===== src/rtl/fetch_if.sv =====
// Fetch-stage bus: control from the pipeline, redirect requests from decode,
// the instruction-memory read path and the IF/ID register outputs.
interface fetch_if #(
    parameter int ADDR_W = 8,
    parameter int DATA_W = 32
);
    logic              start;
    logic              halt;
    logic              stall;
    logic              branch_taken;
    logic [15:0]       branch_offset;
    logic              jump;
    logic [25:0]       jump_target;
    logic [DATA_W-1:0] instr_rd;
    logic [ADDR_W-1:0] pc;
    logic [DATA_W-1:0] if_id_instr;
    logic [ADDR_W-1:0] if_id_pc_plus1;
    logic              if_id_valid;
    logic              running;
    logic [15:0]       fetch_count;

    // Fetch-stage side
    modport master (
        input  start, halt, stall, branch_taken, branch_offset,
               jump, jump_target, instr_rd,
        output pc, if_id_instr, if_id_pc_plus1, if_id_valid,
               running, fetch_count
    );

    // Pipeline / memory side
    modport slave (
        output start, halt, stall, branch_taken, branch_offset,
               jump, jump_target, instr_rd,
        input  pc, if_id_instr, if_id_pc_plus1, if_id_valid,
               running, fetch_count
    );
endinterface


===== src/rtl/fetch_stage.sv =====
// Instruction-fetch stage: owns the PC, addresses the combinational
// instruction memory and fills the IF/ID register. Sequences IDLE/RUN/HALT,
// honours decode stalls and applies branch/jump redirects (squashing the
// wrong-path fetch).
module fetch_stage #(
    parameter int                ADDR_W   = 8,
    parameter int                DATA_W   = 32,
    parameter logic [ADDR_W-1:0] RESET_PC = '0
) (
    input  logic     clk,
    input  logic     rst_n,
    fetch_if.master  bus
);

    localparam logic [1:0] ST_IDLE = 2'b00;
    localparam logic [1:0] ST_RUN  = 2'b01;
    localparam logic [1:0] ST_HALT = 2'b10;

    logic [1:0]         state;
    logic [ADDR_W-1:0]  pc_p0;
    logic [DATA_W-1:0]  instr_p1;
    logic [ADDR_W-1:0]  pc_plus1_p1;
    logic               vld_p1;
    logic [15:0]        fetch_cnt;

    logic signed [15:0] br_off;
    logic [ADDR_W-1:0]  pc_inc;
    logic [ADDR_W-1:0]  br_tgt;
    logic [ADDR_W-1:0]  jmp_tgt;
    logic               run_go;
    logic               redirect;
    logic               advance;
    logic               unused_hi_bits;

    function automatic logic [15:0] sat_inc16(input logic [15:0] v);
        return (v == 16'hFFFF) ? v : v + 16'd1;
    endfunction

    // Next-PC candidates and the per-cycle action decode (halt beats redirect, redirect beats stall)
    always_comb begin
        br_off   = $signed(bus.branch_offset);
        pc_inc   = pc_p0 + {{(ADDR_W-1){1'b0}}, 1'b1};
        br_tgt   = pc_plus1_p1 + br_off[ADDR_W-1:0];
        jmp_tgt  = bus.jump_target[ADDR_W-1:0];
        run_go   = (state == ST_RUN) && !bus.halt;
        redirect = run_go && (bus.branch_taken || bus.jump);
        advance  = run_go && !redirect && !bus.stall;
    end

    // Only the low ADDR_W bits of the offset/target reach the PC
    assign unused_hi_bits = ^{bus.jump_target[25:ADDR_W], br_off[15:ADDR_W]};

    // Run-control FSM: IDLE -> RUN on start, RUN -> HALT on halt, HALT sticks
    always_ff @(posedge clk or negedge rst_n) begin
        if (!rst_n) begin
            state <= ST_IDLE;
        end else begin
            case (state)
                ST_IDLE: if (bus.start && !bus.halt) state <= ST_RUN;
                ST_RUN:  if (bus.halt)               state <= ST_HALT;
                ST_HALT: state <= ST_HALT;
                default: state <= ST_IDLE;
            endcase
        end
    end

    // Stage p0: program counter
    always_ff @(posedge clk or negedge rst_n) begin
        if (!rst_n) begin
            pc_p0 <= RESET_PC;
        end else if (redirect) begin
            pc_p0 <= bus.branch_taken ? br_tgt : jmp_tgt;
        end else if (advance) begin
            pc_p0 <= pc_inc;
        end
    end

    // Stage p1: IF/ID register; a redirect turns the wrong-path slot into a nop
    always_ff @(posedge clk or negedge rst_n) begin
        if (!rst_n) begin
            instr_p1    <= '0;
            pc_plus1_p1 <= '0;
            vld_p1      <= 1'b0;
        end else if (redirect) begin
            instr_p1 <= '0;
            vld_p1   <= 1'b0;
        end else if (advance) begin
            instr_p1    <= bus.instr_rd;
            pc_plus1_p1 <= pc_inc;
            vld_p1      <= 1'b1;
        end else if (!run_go) begin
            vld_p1 <= 1'b0;
        end
    end

    // Saturating count of valid instructions captured into IF/ID
    always_ff @(posedge clk or negedge rst_n) begin
        if (!rst_n) begin
            fetch_cnt <= '0;
        end else if (advance) begin
            fetch_cnt <= sat_inc16(fetch_cnt);
        end
    end

    assign bus.pc             = pc_p0;
    assign bus.if_id_instr    = instr_p1;
    assign bus.if_id_pc_plus1 = pc_plus1_p1;
    assign bus.if_id_valid    = vld_p1;
    assign bus.running        = (state == ST_RUN);
    assign bus.fetch_count    = fetch_cnt;

endmodule


===== src/flat_wrapper.sv =====
// flat-port wrapper written by rule: the top's interface ports become plain ports
module fetch_stage_flat 
#(
    parameter int                ADDR_W   = 8,
    parameter int                DATA_W   = 32,
    parameter logic [ADDR_W-1:0] RESET_PC = '0
)
  (clk, rst_n, bus_start, bus_halt, bus_stall, bus_branch_taken, bus_branch_offset, bus_jump, bus_jump_target, bus_instr_rd, bus_pc, bus_if_id_instr, bus_if_id_pc_plus1, bus_if_id_valid, bus_running, bus_fetch_count);
  fetch_if #(.ADDR_W(ADDR_W), .DATA_W(DATA_W)) bus_i ();
  input  logic clk;
  input  logic rst_n;
  input wire logic [$bits(bus_i.start)-1:0] bus_start;
  input wire logic [$bits(bus_i.halt)-1:0] bus_halt;
  input wire logic [$bits(bus_i.stall)-1:0] bus_stall;
  input wire logic [$bits(bus_i.branch_taken)-1:0] bus_branch_taken;
  input wire logic [$bits(bus_i.branch_offset)-1:0] bus_branch_offset;
  input wire logic [$bits(bus_i.jump)-1:0] bus_jump;
  input wire logic [$bits(bus_i.jump_target)-1:0] bus_jump_target;
  input wire logic [$bits(bus_i.instr_rd)-1:0] bus_instr_rd;
  output wire logic [$bits(bus_i.pc)-1:0] bus_pc;
  output wire logic [$bits(bus_i.if_id_instr)-1:0] bus_if_id_instr;
  output wire logic [$bits(bus_i.if_id_pc_plus1)-1:0] bus_if_id_pc_plus1;
  output wire logic [$bits(bus_i.if_id_valid)-1:0] bus_if_id_valid;
  output wire logic [$bits(bus_i.running)-1:0] bus_running;
  output wire logic [$bits(bus_i.fetch_count)-1:0] bus_fetch_count;
  assign bus_i.start = bus_start;
  assign bus_i.halt = bus_halt;
  assign bus_i.stall = bus_stall;
  assign bus_i.branch_taken = bus_branch_taken;
  assign bus_i.branch_offset = bus_branch_offset;
  assign bus_i.jump = bus_jump;
  assign bus_i.jump_target = bus_jump_target;
  assign bus_i.instr_rd = bus_instr_rd;
  assign bus_pc = bus_i.pc;
  assign bus_if_id_instr = bus_i.if_id_instr;
  assign bus_if_id_pc_plus1 = bus_i.if_id_pc_plus1;
  assign bus_if_id_valid = bus_i.if_id_valid;
  assign bus_running = bus_i.running;
  assign bus_fetch_count = bus_i.fetch_count;
  fetch_stage #(.ADDR_W(ADDR_W), .DATA_W(DATA_W), .RESET_PC(RESET_PC)) u_core (.clk(clk), .rst_n(rst_n), .bus(bus_i));
endmodule

===== config.mk =====
export PLATFORM = sky130hd
export DESIGN_NAME = fetch_stage_flat
export DESIGN_NICKNAME = d
export VERILOG_FILES = /design/src/rtl/fetch_if.sv /design/src/rtl/fetch_stage.sv /design/src/flat_wrapper.sv
export SDC_FILE = /design/constraint.sdc
export NUM_CORES = 1
export LEC_CHECK = 0
export ABC_AREA = 1
export CORE_MARGIN = 5
export CORE_UTILIZATION = 38
export DETAILED_ROUTE_END_ITERATION = 10
export GPL_TIMING_DRIVEN = 0
export HOLD_SLACK_MARGIN = 0.12
export PLACE_DENSITY = 0.73
export SKIP_LAST_GASP = 1
export SLEW_MARGIN = 20
export SYNTH_ARGS = -nofsm -noshare
export SYNTH_HDL_FRONTEND = slang
export SYNTH_SLANG_ARGS = --single-unit

===== constraint.sdc =====
create_clock -name clk -period 1.8 [get_ports clk]
set_clock_uncertainty 0.2 [all_clocks]
set_input_delay 0.18 -clock clk [delete_from_list [all_inputs] [get_ports clk]]
set_output_delay 0.18 -clock clk [all_outputs]
set_load 0.01 [all_outputs]

==> metrics.txt <==
status=finished, violations left; failing checks=setup timing; area delta synth->final=69.6%; Root Driver=clkbuf_8; largest area contributor in the netlist=dfrtp_1; final std cells w/o fill=651; DR WL/cell=16.3 um; CTS tree=yes; core area=8640 sq um; H-tree levels=3; worst slew pin tran=0.508 ns; slowest stage delay, CP=0.38 ns; total wire length=10.6 mm; io pins=147; PD cells=1240 nW/um^2; post-synthesis simple-gate area fraction=21.8%; post-synthesis compound-gate area fraction=12.4%; DR iter-0 viols=138; number of iterations in the first detailed-routing pass=4; total power=6960 uW; gr usage total=19.2%; CP Cell Sequence=inv_2 > ha_4 > inv_4 > nor2_4 > nand2_4 > nor2_4 > inv_4 > nand2_4 > inv_4 > buf_8 > buf_8 > nand2_2 > nand2_1 > inv_1 > nand2_2; n_diodes=0; Worst EP arrival=2.02 ns; # setup viols final=55; fin crit share=110%; largest family of logic cells by synthesized area=simple AND/OR/NAND/NOR gates; DR vias=3,259; Reg area=1680 sq um; Longest Clk Path Bufs=2; Synth Warn #=0; Seq cells post-synth=67; Fillers=679; synthesized instance count=374; ys flop type=dfrtp_1; number of global-route vias before repair=3,310; routability cong.=0.878; HPWL after detailed placement=7.27 mm; CP Class=register to register; post-synthesis sequential area ratio=50.5%; async set or reset register ratio after synthesis=100%; initial core utilization=38.5%; Via density=5.01; post-route core utilization=65.3%; relative slew slack=66.2%; adder-cell share of the synthesized area=4.74%; largest net degree at the start of global routing=39; Synth Cell Area=3320 sq um; R2R depth=15; detailed-route DRC error count=0; critical path's slowest cell=dfrtp_1; initial antenna violation count=0; Fmax=505 MHz; critical path data required time=1.84 ns; setup slack after layout=-0.182 ns; syn_area_per_cell=8.89 sq um; startpoint types=register; Die X=104 um; Buf/Inv on CP=7; stages on the worst setup path=15; Worst Hold Class=input pin to async pin; Nets=631; P_leak=0.00262 uW; Max Cap Violations=0; clk sink count=67; Max Slew Vio Count=0; Max VDD drop=635 uV; Placed Cells=603; number of synthesized flops with an enable pin=0; Min Clock Period, post-route=1.98 ns; Std-Cell Rows=34; antenna viol nets, final=0; DP Area=4730 sq um; endpoint type of the worst setup path=register; family with the most delay on the worst path=simple AND/OR/NAND/NOR gates; Post-Syn Nets=467; number of buffers created by CTS=9; largest cells by area after synthesis=dfrtp_1 (50%), nand2_1 (11%), a22o_1 (8.4%); first-pass GRT wire length=16.7 mm; Worst Path Max Fanout=5; die area=10,700 sq um; share of cells above drive strength 1=23.6%; Hold Fails Final Rpt=0; multiplexer share of the synthesized area=0%; Multi-input gate area=1750 sq um; DIE HEIGHT=104 um; pre-CTS setup slack=-0.557 ns; post-synth top area share=50.5%; Port Buffer Count=120; unrepaired setup endpoints after global routing=true; clock transition at the registers of the reported paths=0.08 ns; Top cell by count, worst path=inv_4; GRT Residual Overflow=0; XOR/XNOR Fraction of Synth Area=3.95%; Netlist cell types=31; clock latency on the worst-skew pair=0.35 ns; final design area excluding fillers=5640 sq um
[metrics by stage]
stage | setup TNS (ns) | hold WS, ns
final | -7.10 | 0.148
after global routing | -10.22 | 0.192
after CTS | -3.60 | 0.158
after detailed placement | -26.46 | -0.0127
after global placement | -159.68 | 0.283
after floorplan | -0.695 | -0.316
[placed cells by master, fill, tap and decap left out, types with 3 or more instances in the layout]
cell	synthesis	routed
a21oi_1	9	5
a21oi_2	0	3
a22o_1	32	32
buf_4	0	18
buf_6	2	8
buf_8	0	9
clkbuf_8	0	9
clkdlybuf4s50_1	0	116
dfrtp_1	67	63
dfrtp_2	0	4
ha_1	11	4
ha_4	0	6
inv_1	39	35
inv_2	3	4
inv_4	1	3
nand2_1	93	75
nand2_2	3	15
nand2_4	0	6
nand3_1	26	17
nand3_2	0	8
nor2_1	34	28
nor2_2	2	3
nor2_4	1	6
nor3_1	3	3
o211ai_1	3	3
o21ai_0	8	4
o21ai_1	3	4
o21ai_2	0	3
xnor2_1	4	4
xor2_1	11	11
[worst reg2reg max path: stages, from the launching register on]
cell and delay (ns):
dfrtp_1 0.38, inv_2 0.07, ha_4 0.14, inv_4 0.04
nor2_4 0.13, nand2_4 0.08, nor2_4 0.18, inv_4 0.06
nand2_4 0.07, inv_4 0.04, buf_8 0.13, buf_8 0.14
nand2_2 0.05, nand2_1 0.05, inv_1 0.07, nand2_2 0.04
[cell families (layout without fill, tap and decap cells)]
family,Yosys count,in the layout
AOI/OAI and AO/OA,56,56
adders and majority gates,12,12
xor gates and xnor gates,15,15
DFF,67,67
buffers and inverters,53,221
and+or+nand+nor,171,172
[repair_timing]
action / 4_1_cts / 5_1_grt
hold buffers: 1 / 0
pin swaps: 16 / 19
endpoints found under the setup margin: 65 / 67
gates resized for setup: 40 / 68
hold endpoints to repair: 67 / 0
gates cloned: 5 / 1
setup buffers: 17 / 10
[cell usage after synthesis, drive strengths merged, types with 2 or more instances]
cell type / n
nand2: 96
dfrtp: 67
inv: 43
nor2: 37
a22o: 32
nand3: 26
ha: 11
o21ai: 11
xor2: 11
a21oi: 9
buf: 7
nor3: 4
xnor2: 4
clkbuf: 3
o211ai: 3
or2: 3
nand4: 2
[state kept, by name (all words and copies together), names as in the netlist]
signal and flops:
u_core.bus.fetch_count 16, u_core.bus.if_id_instr 32, u_core.bus.if_id_pc_plus1 8, u_core.bus.if_id_valid 1, u_core.bus.pc 8, u_core.state 2
[power breakdown]
group | total (uW) | switching [uW] | internal [uW] | leakage (uW)
logic | 3210 | 1430 | 1780 | 0.00163
clock network | 1410 | 622 | 783 | 0.000103
registers | 2350 | 406 | 1950 | 0.000887
total | 6960 | 2450 | 4510 | 0.00262
[layer usage]
| layer | wire length [um] | vias to the layer above | GRT usage, % |
|---|---|---|---|
| met4 | 223 | 0 | 8.62 |
| li1 | - | 1559 | - |
| met1 | 4420 | 1566 | 24.2 |
| met5 | 0 | - | 0 |
| met2 | 5460 | 115 | 31.6 |
| met3 | 516 | 19 | 3.98 |
[cell type report]
class                      instances  area share (%)
inverter                          43            3.09
clock inverter                     6            1.58
timing repair buffer             153            27.8
buffer                             9            2.04
clock buffer                      10            2.26
tap                              108            2.40
sequential                        67            29.8
multi-input combinational        255            31.0
[final timing paths]
kind                                                start                           end  slack (ns)
worst max-delay path                      u_core.state[1]              u_core.bus.pc[6]       -0.18
worst min-delay path                                rst_n  u_core.bus.if_id_pc_plus1[2]        0.15
worst max register to register            u_core.state[1]              u_core.bus.pc[6]       -0.18
worst min register to register  u_core.bus.if_id_instr[1]     u_core.bus.if_id_instr[1]        0.30
max in group asynchronous                           rst_n     u_core.bus.fetch_count[8]        0.70
min in group clk                         bus_instr_rd[25]    u_core.bus.if_id_instr[25]        0.24
No activity file was read; power rests on OpenSTA's default activity.
